[src/rtl/id_instr_buffer.sv]
// id_instr_buffer: circular instruction queue between fetch and decode.
// Each {pc, instr} pair is pre-classified at enqueue as control, memory or
// privileged, and is tagged when it sits in a branch delay slot.
// Optional feature macro: ID_BRANCH_PAIR_EN. When it is defined, a control head
// waits for its delay slot and the two entries issue together as a pair.
module id_instr_buffer #(
   parameter int unsigned DEPTH = 8,
   parameter int unsigned CNT_W = $clog2(DEPTH) + 1
) (
   input  logic             clk,
   input  logic             resetn,
   input  logic             flush_i,
   input  logic             enq_valid_i,
   output logic             enq_ready_o,
   input  logic [31:0]      enq_pc_i,
   input  logic [31:0]      enq_instr_i,
   output logic             deq_valid_o,
   input  logic             deq_ready_i,
   output logic [31:0]      deq_pc_o,
   output logic [31:0]      deq_instr_o,
   output logic             deq_ctrl_o,
   output logic             deq_mem_o,
   output logic             deq_priv_o,
   output logic             deq_in_ds_o,
   output logic             deq_pair_o,
   output logic [31:0]      deq_ds_pc_o,
   output logic [31:0]      deq_ds_instr_o,
   output logic [CNT_W-1:0] count_o
);

   localparam int unsigned     PTR_W    = CNT_W - 1;
   localparam logic [CNT_W-1:0] FULL_CNT = CNT_W'(DEPTH);
   localparam logic [CNT_W-1:0] TWO_CNT  = CNT_W'(2);

   typedef struct packed {
      logic [31:0] pc;
      logic [31:0] instr;
      logic        ctrl;
      logic        mem;
      logic        priv;
      logic        in_ds;
   } entry_t;

   entry_t           ent_q [DEPTH];
   logic [PTR_W-1:0] rd_ptr_q;
   logic [PTR_W-1:0] wr_ptr_q;
   logic [CNT_W-1:0] count_q;
   logic             last_ctrl_q;

   logic [5:0]       op;
   logic [4:0]       rt;
   logic [5:0]       func;
   logic             cls_ctrl;
   logic             cls_mem;
   logic             cls_priv;

   entry_t           head;
   logic             has_one;
   logic             has_two;
   logic             valid_c;
   logic             pair_c;
   logic             accept;
   logic [1:0]       pop_n;
   logic [CNT_W-1:0] count_d;

`ifdef ID_BRANCH_PAIR_EN
   logic [PTR_W-1:0] rd_nxt;
`endif

   // Decode the offered MIPS32 word into control / memory / privileged classes
   always_comb begin
      op       = enq_instr_i[31:26];
      rt       = enq_instr_i[20:16];
      func     = enq_instr_i[5:0];
      cls_ctrl = 1'b0;
      cls_mem  = 1'b0;
      cls_priv = 1'b0;
      case (op)
         6'h00: begin
            cls_ctrl = (func == 6'h08) || (func == 6'h09);
            cls_priv = (func == 6'h0C) || (func == 6'h0D);
         end
         6'h01: cls_ctrl = (rt[4:2] == 3'b000) || (rt[4:2] == 3'b100);
         6'h02, 6'h03, 6'h04, 6'h05, 6'h06, 6'h07,
         6'h14, 6'h15, 6'h16, 6'h17: cls_ctrl = 1'b1;
         6'h10: cls_priv = 1'b1;
         6'h20, 6'h21, 6'h22, 6'h23, 6'h24, 6'h25, 6'h26,
         6'h28, 6'h29, 6'h2A, 6'h2B, 6'h2E, 6'h30, 6'h38: cls_mem = 1'b1;
         default: begin
            cls_ctrl = 1'b0;
            cls_mem  = 1'b0;
            cls_priv = 1'b0;
         end
      endcase
   end

   // Handshake decisions: issue validity, pairing, accept and pop counts
   always_comb begin
      head    = ent_q[rd_ptr_q];
      has_one = (count_q != '0);
      has_two = (count_q >= TWO_CNT);
`ifdef ID_BRANCH_PAIR_EN
      rd_nxt  = rd_ptr_q + PTR_W'(1);
      // A branch head holds until its delay slot is present behind it
      pair_c  = ~flush_i & head.ctrl & has_two;
      valid_c = ~flush_i & has_one & (~head.ctrl | has_two);
`else
      pair_c  = 1'b0;
      valid_c = ~flush_i & has_one;
`endif
      // Full refuses entry even if a pop frees a slot this same cycle
      enq_ready_o = (count_q != FULL_CNT) & ~flush_i;
      accept      = enq_valid_i & enq_ready_o;
      pop_n       = 2'd0;
      if (valid_c && deq_ready_i) begin
         pop_n = pair_c ? 2'd2 : 2'd1;
      end
      count_d = count_q + CNT_W'(accept) - CNT_W'(pop_n);
   end

   // Head presentation, masked to zero while the queue is empty
   always_comb begin
      deq_valid_o    = valid_c;
      deq_pair_o     = pair_c;
      deq_pc_o       = has_one ? head.pc    : 32'h0;
      deq_instr_o    = has_one ? head.instr : 32'h0;
      deq_ctrl_o     = has_one & head.ctrl;
      deq_mem_o      = has_one & head.mem;
      deq_priv_o     = has_one & head.priv;
      deq_in_ds_o    = has_one & head.in_ds;
      deq_ds_pc_o    = 32'h0;
      deq_ds_instr_o = 32'h0;
`ifdef ID_BRANCH_PAIR_EN
      if (pair_c) begin
         deq_ds_pc_o    = ent_q[rd_nxt].pc;
         deq_ds_instr_o = ent_q[rd_nxt].instr;
      end
`endif
      count_o = count_q;
   end

   // Pointers, occupancy and delay-slot tracking; reset beats flush beats traffic
   always_ff @(posedge clk) begin
      if (!resetn) begin
         rd_ptr_q    <= '0;
         wr_ptr_q    <= '0;
         count_q     <= '0;
         last_ctrl_q <= 1'b0;
      end else if (flush_i) begin
         rd_ptr_q    <= '0;
         wr_ptr_q    <= '0;
         count_q     <= '0;
         last_ctrl_q <= 1'b0;
      end else begin
         rd_ptr_q <= rd_ptr_q + PTR_W'(pop_n);
         count_q  <= count_d;
         if (accept) begin
            wr_ptr_q    <= wr_ptr_q + PTR_W'(1);
            last_ctrl_q <= cls_ctrl;
         end
      end
   end

   // Entry storage; contents need no reset since occupancy gates visibility
   always_ff @(posedge clk) begin
      if (resetn && accept) begin
         ent_q[wr_ptr_q] <= '{pc:    enq_pc_i,
                               instr: enq_instr_i,
                               ctrl:  cls_ctrl,
                               mem:   cls_mem,
                               priv:  cls_priv,
                               in_ds: last_ctrl_q};
      end
   end

endmodule

[config.mk]
export PLATFORM = sky130hd
export DESIGN_NAME = id_instr_buffer
export DESIGN_NICKNAME = d
export VERILOG_FILES = /design/src/rtl/id_instr_buffer.sv
export SDC_FILE = /design/constraint.sdc
export NUM_CORES = 1
export LEC_CHECK = 0
export ABC_AREA = 1
export BUFFER_PORTS_ARGS = -buffer_cell sky130_fd_sc_hd__buf_2
export CAP_MARGIN = 10
export CORE_UTILIZATION = 60
export CTS_BUF_LIST = sky130_fd_sc_hd__clkbuf_16
export CTS_CLUSTER_SIZE = 14
export DETAILED_ROUTE_END_ITERATION = 8
export PLACE_DENSITY = 0.87
export SYNTH_ARGS = -nofsm -noshare
export SYNTH_HDL_FRONTEND = slang
export SYNTH_SLANG_ARGS = --single-unit
[constraint.sdc]
create_clock -name clk -period 14.6 [get_ports clk]
set_clock_uncertainty 0.05 [all_clocks]
set_input_delay 0 -clock clk [delete_from_list [all_inputs] [get_ports clk]]
set_output_delay 0 -clock clk [all_outputs]
set_load 0.005 [all_outputs]
==> impl_results.md <==
* Placed cell area at 23,180 um^2
* Mapped Avg Cell Area at 12.56 um^2
* Crit. End Element: primary output
* Critical path capture point: deq_pc_o[20]
* Post-Synthesis Cells at 1,792
* DIE AREA at ~38,000 um^2
* Leak Pwr at around 0.0090 uW
* Final #Nets at 2,042
* Distinct cells, synth at 29
* Critical path class: register to primary output
* Cts hold-fix bufs at just over 70
* Hpwl dp at 25,510 um
* Num CTS Buffers at 53
* Final setup fails at 0
* Area of the multi-input gates at 5095 um^2
* Min Hold Slack at 0.1789 ns
* Syn-to-layout area delta at 13.26%
* Post-layout instance area at approximately 26,000 um^2
* CP Launch Point: rd_ptr_q[0]
* FF+latch area at between 15,000 and 20,000 um^2
* Largest net degree at the start of global routing at 178
* Slew Limit Fails at 0
* Post-synthesis sequential area ratio at 0.7353
* Finished Core Util at 0.6933
* WP data arrival at approximately 4 ns
* PD cells at roughly 120 nW/um^2
* GP Congestion at a little under 0.8
* Peak supply drop at 0.06748 mV
* Ys Warns at 0
* FF-to-FF Start: count_o[2]
* Via count at 15,120
* I/O Buffers at 142
* Overall Global Routing Usage at 0.2683
* First DRT Iteration DRCs at approximately 1,900
* Flop-to-flop setup slack at 11.45 ns
* Critical Path Fanout Max at 177
* Drc violations at 0
* Setup Total Neg Slack at 0 ns
* Total power at between 3000 and 4000 uW
* Final worst path period need at 4.138 ns
* Htree depth at 2
* Fillers at 2,213
* Root Buffer: clkbuf_16
* Post-cts resize count at 0
* CTS Sinks at 555
* Vias in the first global route at 14,760
* Placeable Area at 36,790 um^2
* Synthesized area at approximately 23,000 um^2
* Initial antenna violation count at 1
* Drt total wl at 51,890 um
* Synth top area share at 0.7255
* Site Rows at 70
* Antenna Nets Post-Route at 0
* DR WL/cell at between 20 and 25 um
* Req. time, crit path at ~15 ns
* Final hold vios at 0
* Worst Tran Pin Value at roughly 1.2 ns
* Reg2reg end: ent_q[7][65]
* Postcts setup bufs at 0
* Via density at 6.123
* First drt pass iteration count at 6
* Share of layout cells above drive strength 1 at 0.1199
* FF-to-FF path depth at 8
* CP Launch Type: register
* Overflow left after global routing at 0
* Die Y at 195.7 um
* Ranking of synthesized cells by area: edfxtp_1 73%, nor2_1 8.3%, o21ai_0 4.8%
* Ports at 208
* Max-cap violations at 0
* CTS tree: done
* Status: complete, no violations
* Hold crit path type: primary input to register
* First-pass GRT wire length at 79,450 um
* CTS Buffer Depth at 3
* RSZ-0062 raised after global routing: no
* Die width at 195.7 um
* Initial core utilization at 0.6121
* Clock latency at the later pin of the worst-skew pair at just under 0.6 ns
* Post-synth top area cell: edfxtp_1
* Clock slew at reported path FFs at 0.06 ns
* Final Cycle Share at 0.2834
* Max Fclk at 0.2417 GHz
* Flop and latch count out of synthesis at roughly 560
* Slew HR at 0.2117
==> logic make-up (layout without fill, tap and decap cells) <==
family,count (synthesis),count (layout),share of synthesized area
other,1,66,0.0001666
AOI/OAI and AO/OA,422,422,0.1057
and+or+nand+nor,599,599,0.1005
buffers and inverters,203,348,0.05163
adders and majority gates,10,10,0.005891
DFF,555,555,0.7353
xor gates and xnor gates,2,2,0.0007781
==> critical path, stage by stage (launching register included) <==
cell	delay (ns)
dfxtp_4	0.60
inv_8	0.69
buf_4	0.87
o21ai_0	0.28
o211ai_1	0.16
nand2_1	0.08
nor2_1	0.26
buf_2	0.17
==> layer usage <==
layer | GRT usage | vias up | share of wire
met2 | 0.4513 | 1056 | 0.50
met1 | 0.3496 | 7250 | 0.36
met5 | 0 | - | 0
met4 | 0.1149 | 0 | 0.033
met3 | 0.04384 | 165 | 0.099
li1 | - | 6652 | -
==> synthesized netlist by cell type (all sizes together) <==
master / n
nor2: 498
nor3: 5
xnor2: 1
xor2: 1
clkbuf: 47
fa: 1
a211oi: 1
ha: 9
or2: 1
nand3: 3
nand2: 91
and3: 1
dfxtp: 11
buf: 130
a21oi: 7
o211ai: 68
o21ai: 275
o21a: 2
edfxtp: 544
o211a: 1
inv: 26
conb: 1
o22ai: 68
==> final cells by class <==
cell class	instances	share of cell area
diodes	1	0.00009813
inverters	26	0.004121
flip-flops and latches	555	0.6496
repair buffers	229	0.06045
multi-input cells	1098	0.1998
clock buffers	54	0.05299
well taps	468	0.02296
clock inverters	39	0.009960
==> report_power, final <==
group / internal (uW) / leakage (uW) / switching, uW
clock network: 718 / 0.000832 / 553
registers: 1760 / 0.00499 / 4.50
logic: 52.0 / 0.00313 / 98.5
==> cell usage in the layout (no fill, tap or decap), types with 2 or more instances in the layout <==
master         instances
conb_1                65
o21ai_1               57
o211ai_1              68
edfxtp_1             544
a21oi_1                7
buf_2                142
dfxtp_1                8
nor2_4                 4
inv_1                 37
nor2_1               494
clkinvlp_4             2
o22ai_1               68
dlygate4sd3_1         71
ha_1                   9
nor3_2                 4
clkinv_1              13
o21ai_0              218
buf_4                 16
bufinv_16              3
dfxtp_4                3
clkbuf_16             54
nand2_1               90
nand3_1                3
o21a_1                 2
clkinv_2               7
==> through the flow <==
stage	cells	setup WS [ns]
floorplan	1856	8.183
global placement	2305	11.42
detailed placement	2305	11.34
CTS	2469	10.68
global route	2470	10.30
finish	2470	10.46
==> registers in the layout (all words and copies together) (netlist names) <==
name         count
ent_q          544
count_o          4
rd_ptr_q         3
wr_ptr_q         3
last_ctrl_q      1
==> worst min-delay path by stage <==
stage	cells after the start	to	start
final	2	ent_q[4][19]	enq_instr_i[15]
after CTS	2	ent_q[4][19]	enq_instr_i[15]
after floorplan	1	deq_valid_o	flush_i
after global placement	1	ent_q[6][28]	enq_instr_i[24]
after detailed placement	1	ent_q[4][28]	enq_instr_i[24]
after global routing	2	ent_q[1][27]	enq_instr_i[23]
(Power assumes the default switching activity.)
